`config.mk`:
```
export PLATFORM = sky130hd
export DESIGN_NAME = mul_share_arbiter
export DESIGN_NICKNAME = d
export VERILOG_FILES = /design/src/rtl/mul_share_arbiter.sv
export SDC_FILE = /design/constraint.sdc
export NUM_CORES = 1
export LEC_CHECK = 0
export CAP_MARGIN = 20
export CORE_ASPECT_RATIO = 0.5
export CORE_MARGIN = 2
export CORE_UTILIZATION = 39
export CTS_CLUSTER_DIAMETER = 30
export DETAILED_ROUTE_END_ITERATION = 10
export GPL_TIMING_DRIVEN = 0
export PLACE_DENSITY = 0.81
export SLEW_MARGIN = 5
export SYNTH_ARGS = -nofsm -noshare
export SYNTH_HDL_FRONTEND = slang
export SYNTH_SLANG_ARGS = --single-unit
```
`constraint.sdc`:
```
create_clock -name clk -period 4 [get_ports clk]
set_clock_uncertainty 0.05 [all_clocks]
set_input_delay 0.8 -clock clk [delete_from_list [all_inputs] [get_ports clk]]
set_output_delay 0.8 -clock clk [all_outputs]
set_load 0.02 [all_outputs]
```
`src/rtl/mul_share_arbiter.sv`:
```
// rtl/mul_share_arbiter.sv - round-robin sequencer sharing one hex_multiplier among NUM_REQ requesters
// Optional busy watchdog enabled by defining MUL_ARB_TIMEOUT_EN.
module mul_share_arbiter #(
   parameter int NUM_REQ = 4,
   parameter int ID_W    = 2,
   parameter int TIMEOUT = 64
) (
   input  logic                   clk,
   input  logic                   rst,
   input  logic [NUM_REQ-1:0]     req,
   input  logic [8*NUM_REQ-1:0]   req_a,
   input  logic [8*NUM_REQ-1:0]   req_b,
   output logic [NUM_REQ-1:0]     gnt,
   output logic                   busy,
   output logic                   rsp_valid,
   output logic [ID_W-1:0]        rsp_id,
   output logic [16:0]            rsp_data,
   output logic                   rsp_err,
   output logic                   mul_enable,
   output logic [7:0]             mul_in_1,
   output logic [7:0]             mul_in_2,
   output logic [2:0]             mul_top_state,
   input  logic [16:0]            mul_out_data,
   input  logic                   mul_done
);

   typedef enum logic [2:0] {
      S_IDLE = 3'd0,
      S_BUSY = 3'd1,
      S_RESP = 3'd2
   } state_t;

   localparam logic [ID_W:0]   NR_W    = NUM_REQ[ID_W:0];
   localparam logic [ID_W-1:0] LAST_ID = ID_W'(NUM_REQ - 1);

   if (NUM_REQ < 2 || NUM_REQ > 8 || ID_W < $clog2(NUM_REQ) || TIMEOUT < 1) begin : g_bad_cfg
      $error("mul_share_arbiter: illegal parameter set");
   end

   state_t              state;
   logic [ID_W-1:0]     ptr;
   logic [ID_W-1:0]     off;
   logic [ID_W-1:0]     sel;
   logic [ID_W-1:0]     ptr_nxt;
   logic [ID_W:0]       sum;
   logic [NUM_REQ-1:0]  req_rot;
   logic                found;
   logic [NUM_REQ-1:0]  gnt_nxt;
   logic [7:0]          op_a;
   logic [7:0]          op_b;

`ifdef MUL_ARB_TIMEOUT_EN
   localparam int WD_W = ($clog2(TIMEOUT + 1) > 8) ? $clog2(TIMEOUT + 1) : 8;
   localparam logic [WD_W-1:0] WD_LIMIT = WD_W'(TIMEOUT - 1);
   logic [WD_W-1:0] wdog;
`endif

   // Rotate so bit 0 is the current priority holder; first set bit is the winner offset.
   always_comb begin
      req_rot = NUM_REQ'({req, req} >> ptr);
      found   = 1'b0;
      off     = '0;
      for (int i = 0; i < NUM_REQ; i++) begin
         if (!found && req_rot[i]) begin
            found = 1'b1;
            off   = ID_W'(i);
         end
      end
      sum = {1'b0, ptr} + {1'b0, off};
      if (sum >= NR_W) begin
         sum = sum - NR_W;
      end
      sel     = sum[ID_W-1:0];
      ptr_nxt = (sel == LAST_ID) ? '0 : sel + 1'b1;
      gnt_nxt = '0;
      op_a    = '0;
      op_b    = '0;
      for (int i = 0; i < NUM_REQ; i++) begin
         if (sel == ID_W'(i)) begin
            gnt_nxt[i] = 1'b1;
            op_a       = req_a[i*8 +: 8];
            op_b       = req_b[i*8 +: 8];
         end
      end
   end

   always_ff @(posedge clk) begin
      if (rst) begin
         state         <= S_IDLE;
         ptr           <= '0;
         gnt           <= '0;
         busy          <= 1'b0;
         rsp_valid     <= 1'b0;
         rsp_id        <= '0;
         rsp_data      <= '0;
         mul_enable    <= 1'b0;
         mul_in_1      <= '0;
         mul_in_2      <= '0;
         mul_top_state <= S_IDLE;
`ifdef MUL_ARB_TIMEOUT_EN
         rsp_err       <= 1'b0;
         wdog          <= '0;
`endif
      end else begin
         gnt <= '0;
         case (state)
            S_IDLE: begin
               if (|req) begin
                  gnt           <= gnt_nxt;
                  mul_in_1      <= op_a;
                  mul_in_2      <= op_b;
                  rsp_id        <= sel;
                  mul_enable    <= 1'b1;
                  ptr           <= ptr_nxt;
                  busy          <= 1'b1;
                  state         <= S_BUSY;
                  mul_top_state <= S_BUSY;
`ifdef MUL_ARB_TIMEOUT_EN
                  wdog          <= '0;
`endif
               end
            end
            S_BUSY: begin
               // A done coinciding with the watchdog limit is still a good result.
               if (mul_done) begin
                  rsp_data      <= mul_out_data;
                  rsp_valid     <= 1'b1;
                  mul_enable    <= 1'b0;
                  state         <= S_RESP;
                  mul_top_state <= S_RESP;
`ifdef MUL_ARB_TIMEOUT_EN
                  rsp_err       <= 1'b0;
`endif
               end
`ifdef MUL_ARB_TIMEOUT_EN
               else if (wdog == WD_LIMIT) begin
                  rsp_data      <= '0;
                  rsp_valid     <= 1'b1;
                  rsp_err       <= 1'b1;
                  mul_enable    <= 1'b0;
                  state         <= S_RESP;
                  mul_top_state <= S_RESP;
               end else begin
                  wdog <= wdog + 1'b1;
               end
`endif
            end
            S_RESP: begin
               rsp_valid     <= 1'b0;
               busy          <= 1'b0;
               state         <= S_IDLE;
               mul_top_state <= S_IDLE;
`ifdef MUL_ARB_TIMEOUT_EN
               rsp_err       <= 1'b0;
`endif
            end
            default: begin
               rsp_valid     <= 1'b0;
               mul_enable    <= 1'b0;
               busy          <= 1'b0;
               state         <= S_IDLE;
               mul_top_state <= S_IDLE;
            end
         endcase
      end
   end

`ifndef MUL_ARB_TIMEOUT_EN
   assign rsp_err = 1'b0;
`endif

endmodule

```
# Word-level counts from Yosys, hierarchy flattened
# Index checks and enable logic that the tools add are counted.
[word_totals] regBits=47 latch_bits=0 ram_bits=0 rom_bits=0 wordCells=71 n_memories=0
[classes] add_sub_neg=3 multipliers=0 div=0 order_cmp=1 n_eq_ne=7 shifts=1 muxes=29 bitwise=4 reduce_logical=16
[ops] operator="$mux 8" n=8
[ops] operator="$mux 1" n=11
[ops] operator="$reduce_and 2->1" n=5
[ops] operator="$mux 2" n=4
[ops] operator="$shr 8x2->4" n=1
[ops] operator="$mux 3" n=2
[ops] operator="$pmux 3 s2" n=1
[ops] operator="$eq 2x2->1 const B" n=2
[ops] operator="$ne 2x2->1 const B" n=2
[ops] operator="$not 1->1" n=4
[ops] operator="$pmux 1 s2" n=2
[ops] operator="$reduce_or 4->1" n=1
[ops] operator="$add 2x2->3" n=1
[ops] operator="$eq 3x1->1 const B" n=1
[ops] operator="$eq 3x2->1 const B" n=1
[ops] operator="$ge 3x3->1 const B" n=1
[ops] operator="$logic_and 1x1->1" n=3
[ops] operator="$logic_not 1->1" n=3
[ops] operator="$logic_not 3->1" n=1
[ops] operator="$pmux 1 s3" n=1
[ops] operator="$reduce_and 3->1" n=1
[ops] operator="$reduce_or 3->1" n=1
[ops] operator="$add 2x1->2 const B" n=1
[ops] operator="$eq 2x1->1 const B" n=1
[ops] operator="2 further kinds" n=2

# Longest topological paths before layout
[logic_depth] ltp_word=19 ltp_mapped=16

# Worst setup path after synthesis
# OpenSTA, ideal clock, no wires.
[synth_timing] path_kind="in2reg" from="input port req[2]" to="register mul_in_2[5]" setup_time_ns=0.078 arrival_ns=3.298 required_ns=3.872 setup_slack_ns=0.574 stages=13 path_cell_list="buf_2 > or4_1 > nand3_1 > ha_1 > xor2_1 > xor2_1 > ha_1 > clkbuf_1 > nand3b_1 > a21oi_1 > a21oi_1 > o21a_1 > nor3_1"
[synth_via] elab_chain_len=19 elab_cells_between_ends=27 cone_classes="2 x add/sub; 1 x order compare; 3 x eq/ne; 1 x shift; 11 x mux; 9 x reduce/logical"
[synth_lines] item="start: declaration" line="10" source="input logic [NUM_REQ-1:0] req,"
[synth_lines] item="$shr 8x2->4" line="60" source="req_rot = NUM_REQ'({req, req} >> ptr);"
[synth_lines] item="$mux 1" line="64" source="if (!found && req_rot[i]) begin"
[synth_lines] item="$logic_not 1->1" line="64"
[synth_lines] item="$logic_and 1x1->1" line="64"
[synth_lines] item="$mux 1" line="64"
[synth_lines] item="$logic_not 1->1" line="64"
[synth_lines] item="$logic_and 1x1->1" line="64"
[synth_lines] item="$mux 1" line="64"
[synth_lines] item="$logic_not 1->1" line="64"
[synth_lines] item="$logic_and 1x1->1" line="64"
[synth_lines] item="$mux 2" line="64"
[synth_lines] item="$add 2x2->3" line="69" source="sum = {1'b0, ptr} + {1'b0, off};"
[synth_lines] item="$ge 3x3->1 / $sub 2x1->2 (equally long branches)" line="70, 71"
[synth_lines] item="$mux 2" line="70" source="if (sum >= NR_W) begin"
[synth_lines] item="$logic_not 2->1" line="79" source="if (sel == ID_W'(i)) begin"
[synth_lines] item="$mux 8 (4 in a row)" line="79"
[synth_lines] item="end signal: assignment" line="111" source="mul_in_2 <= op_b;"
[synth_lines] item="end: declaration" line="21" source="output logic [7:0] mul_in_2,"
# Several ways; a longest one is shown, not always the timed one.
# A chain may end at the register's enable or synchronous reset.

# Worst setup path in the final report
[layout_timing] from="input port req[1]" to="register mul_in_2[4]"
[layout_via] elab_chain_len=19 elab_cells_between_ends=27 cone_classes="2 x add/sub; 1 x order compare; 3 x eq/ne; 1 x shift; 11 x mux; 9 x reduce/logical"
[layout_lines] item="$shr 8x2->4 (*)" line="60"
[layout_lines] item="$mux 1" line="64"
[layout_lines] item="$logic_not 1->1" line="64"
[layout_lines] item="$logic_and 1x1->1" line="64"
[layout_lines] item="$mux 1" line="64"
[layout_lines] item="$logic_not 1->1" line="64"
[layout_lines] item="$logic_and 1x1->1" line="64"
[layout_lines] item="$mux 1" line="64"
[layout_lines] item="[... 2 more ...]"
[layout_lines] item="$mux 2 (*)" line="64"
[layout_lines] item="$add 2x2->3 (*)" line="69"
[layout_lines] item="$ge 3x3->1 / $sub 2x1->2 (equally long branches)" line="70, 71"
[layout_lines] item="$mux 2 (*)" line="70"
[layout_lines] item="via sum[1]" line="45" source="logic [ID_W:0] sum;"
[layout_lines] item="$logic_not 2->1" line="79"
[layout_lines] item="$mux 8 (3 in a row)" line="79"
[layout_lines] item="$mux 8 (*)" line="79"
# The timed path passes the listed nets; every way through them passes the cells marked *.

==> results by group <==
Synthesis
  – Avg Cell Area, Syn: 7.54 µm²
  – Xor-xnor portion of the synthesized cell area: between 1 and 1.5%
  – Mapped Cells: 319
  – Synth area leaders: dfxtp_1 38%, a21oi_1 13%, nand2_1 9.1%
  – Largest family of logic cells by synthesized area: simple AND/OR/NAND/NOR gates
  – Simple-gate share of the synthesized area: between 20 and 30%
  – Predominant post-synthesis flop cell: dfxtp_1
  – EDFF count, synth: 0
  – Synth Cell Area: roughly 2400 µm²
  – Yosys top cell by area: dfxtp_1
  – Warnings from Yosys: 0
  – Library cells used by synthesis: 38
  – Share of the synthesized area in the top cell type: between 30% and 40%
  – Mux contribution to synthesized area: 0%
  – Asr flop ratio synth: 0%
  – Synth Area in Compound Gates: 22.7%
  – Adder-Cell Fraction of Synth Area: under 10%
  – Yosys reg bits: between 40 and 50
  – Register area share after synthesis: a little under two fifths

Final layout
  – Non-Filler Instances: about 530
  – Layout cells sized above 1: just under 7%
  – Filler cells: 517
  – Area Overhead vs Synth: 64.2%
  – ANT cells: 0
  – Nets@finish: 548

Worst setup path
  – Arr. time, crit path: 3.93 ns
  – Worst path buffer plus inverter count: 3
  – CP Depth: 13
  – CP max FO: 10
  – CP Capture Type: flop
  – Crit path kind: primary input to flop
  – Crit Reg-Reg Startpoint: ptr[0]
  – Worst path max stage delay: around 0.62 ns
  – Register-to-Register Path Depth: 12
  – Top Family by Delay on Critical Path: buffers and inverters
  – R2R setup slack: ~0.85 ns
  – Slowest cell on crit path: clkdlybuf4s50_1
  – Setup crit start kind: primary input
  – Reg2reg end: mul_in_2[4]
  – Worst Path Required: roughly 4.2 ns
  – Crit path cell chain: clkdlybuf4s50_1 -> nor2_1 -> or4_1 -> nand3_1 -> ha_1 -> xor2_2 -> xnor2_1 -> ha_1 -> clkbuf_1 -> clkbuf_1 -> a21oi_1 -> o21a_1 -> nor3_1

GRT
  – Global-route wire length before repair: around 12000 µm
  – GR Overflow Total: 0
  – Largest net degree at the start of global routing: 17
  – Number of global-route vias before repair: 2385
  – Initial antenna violation count: 0
  – GR Util All Layers: about a fifth

Outcome
  – Outcome: completed

Worst hold path
  – Hold Crit Start: rsp_data[15]
  – Hold Crit Depth: 2
  – Hold Path Class: flop to flop
  – Hold Path Sink: rsp_data[15]

Clock network
  – Worst-Skew Late Latency: approximately 0.28 ns
  – Clk root buf: clkbuf_16
  – CTS tree: done
  – CTS Buffer Depth: 2
  – Clk sinks: between 40 and 50
  – Setup bufs post-CTS: 0
  – Post-CTS Hold Fix Bufs: 0
  – TritonCTS buffer count: 5
  – H-tree depth: 2
  – Clock-pin transition on the worst setup and hold timing paths: 0.07 ns

Drt
  – Initial drt markers: 99
  – Drt wl/cell: approximately 14 µm
  – Met3 Routed Length: 334 µm
  – DR pass1 iterations: 4
  – Metal2 WL: around 3600 µm
  – Post-DRT Antenna Nets: 0
  – Routed via count: about 2700
  – Drt drc: 0
  – Top sig layer: met4
  – Post-Route WL: between 7000 and 8000 µm
  – Vias per inst: around 5.0
  – WL met1: 3530 µm

STA
  – Pins Over Slew Limit: 0
  – Fin crit share: 94.5%
  – Fmax: between 200 and 300 MHz
  – Slew @ Worst Pin: ~0.61 ns
  – Setup-failing EPs final: 0
  – Final min period: roughly 3.8 ns
  – Worst hold margin: between 0.4 and 0.5 ns
  – Setup tns final: 0 ns
  – Unrepaired setup endpoints after global routing: false
  – Slew HR: between 50% and 60%
  – Final hold violation count: 0

Floorplan
  – Starting density of the core: roughly two fifths
  – Height of the chip: about 60 µm
  – Die width: 115 µm
  – Ports: about 130
  – Core area: approximately 6000 µm²
  – Die area: ~6800 µm²
  – Cell Rows: 20

Placed design
  – DP Wirelength: between 5000 and 6000 µm
  – IO buf count: approximately 130
  – Post-Place Cells: ~530
  – Routability cong.: about 0.83

Flow run
  – Max Cap Violations: 0

Pwr
  – Pwr Density: 652 nW/µm²
  – Leakage: 1.43 nW
  – Peak VDD IR: between 0.0003 and 0.0004 V
## worst max path at each step
stage                start           to
global route        req[1]  mul_in_1[6]
global placement    req[1]  mul_in_2[6]
finish              req[1]  mul_in_2[4]
floorplan           req[2]  mul_in_2[5]
detailed placement  req[1]  mul_in_2[6]
CTS                 req[1]  mul_in_2[4]
## metal layers
metal / vias up / track usage, %
met5: - / 0
li1: 1365 / -
met1: 1235 / 30.1
met3: 2 / 2.66
met2: 64 / 36.2
met4: 0 / 2.58
## synthesized netlist by cell type, types with 2 or more instances
cell type	count
a221oi_1	2
nand3b_1	15
buf_2	4
clkbuf_1	21
nor2_1	26
inv_1	3
a21oi_1	64
nor3b_1	4
o21ai_0	3
dfxtp_1	46
buf_4	3
ha_1	5
xor2_1	2
nand2b_1	3
nand2_1	58
nor3_2	7
nand3_1	2
nor2b_1	4
nor3_1	13
o21a_1	14
a211oi_1	3
## layout make-up
cell class	instances	area, µm²	area share [%]
multi-input cells	242	1350	34.3
repair buffers	128	1280	32.4
flip-flops and latches	46	921	23.3
plain buffers	29	136	3.45
clock buffers	5	125	3.17
well taps	77	96.3	2.44
clock inverters	3	23.8	0.602
inverters	3	11.3	0.285
## logic make-up after synthesis
kind of cell / Yosys count
and+or+nand+nor: 138
AOI/OAI and AO/OA: 94
DFF: 46
buffers and inverters: 32
adders and majority gates: 5
xor gates and xnor gates: 3
other: 1
## timing repair
action / 4_1_cts / 5_1_grt
endpoints found under the setup margin: 9 / 17
gates cloned: 0 / 0
gates resized for setup: 1 / 6
pin swaps: 0 / 0
## worst register-to-register path, delay by kind of cell (launching register included)
kind | cells | cell delay, ns
buffers and inverters | 3 | 0.88
AND/OR/NAND/NOR | 3 | 0.80
XOR/XNOR | 2 | 0.42
adder cells (fa/ha/maj) | 2 | 0.35
flip-flops | 1 | 0.31
AO/OA/AOI/OAI | 2 | 0.25
## sequential cells by signal, summed over array words and instances (netlist names)
name,cells
rsp_valid,1
gnt,4
state,2
ptr,2
mul_in_1,8
mul_in_2,8
rsp_id,2
busy,1
mul_enable,1
rsp_data,17
## through the flow
stage	util, %	power (mW)	cell area (µm²)	setup WS, ns
finish	65.8	2.57	3950	0.221
global route	65.8	2.77	3950	0.00486
CTS	65.5	2.56	3940	0.0362
detailed placement	63.0	2.14	3790	-0.401
global placement	63.0	2.13	3790	-0.367
floorplan	-	1.62	2410	0.574
## where the power goes
part | switching [mW] | internal [mW]
clock | 0.182 | 0.234
combinational | 0.864 | 0.684
sequential | 0.0526 | 0.558
total | 1.10 | 1.48
## cell usage in the layout (no fill, tap or decap), drive strengths merged, types with 5 or more instances in the layout
| cell | netlist | routed |
|---|---|---|
| clkbuf | 21 | 26 |
| dfxtp | 46 | 46 |
| nand3b | 15 | 15 |
| ha | 5 | 5 |
| o21a | 14 | 14 |
| buf | 8 | 8 |
| clkdlybuf4s50 | 0 | 128 |
| nand2 | 58 | 58 |
| a21oi | 64 | 64 |
| nor3 | 20 | 20 |
| nor2 | 26 | 26 |
No activity file was read; power rests on OpenSTA's default activity.
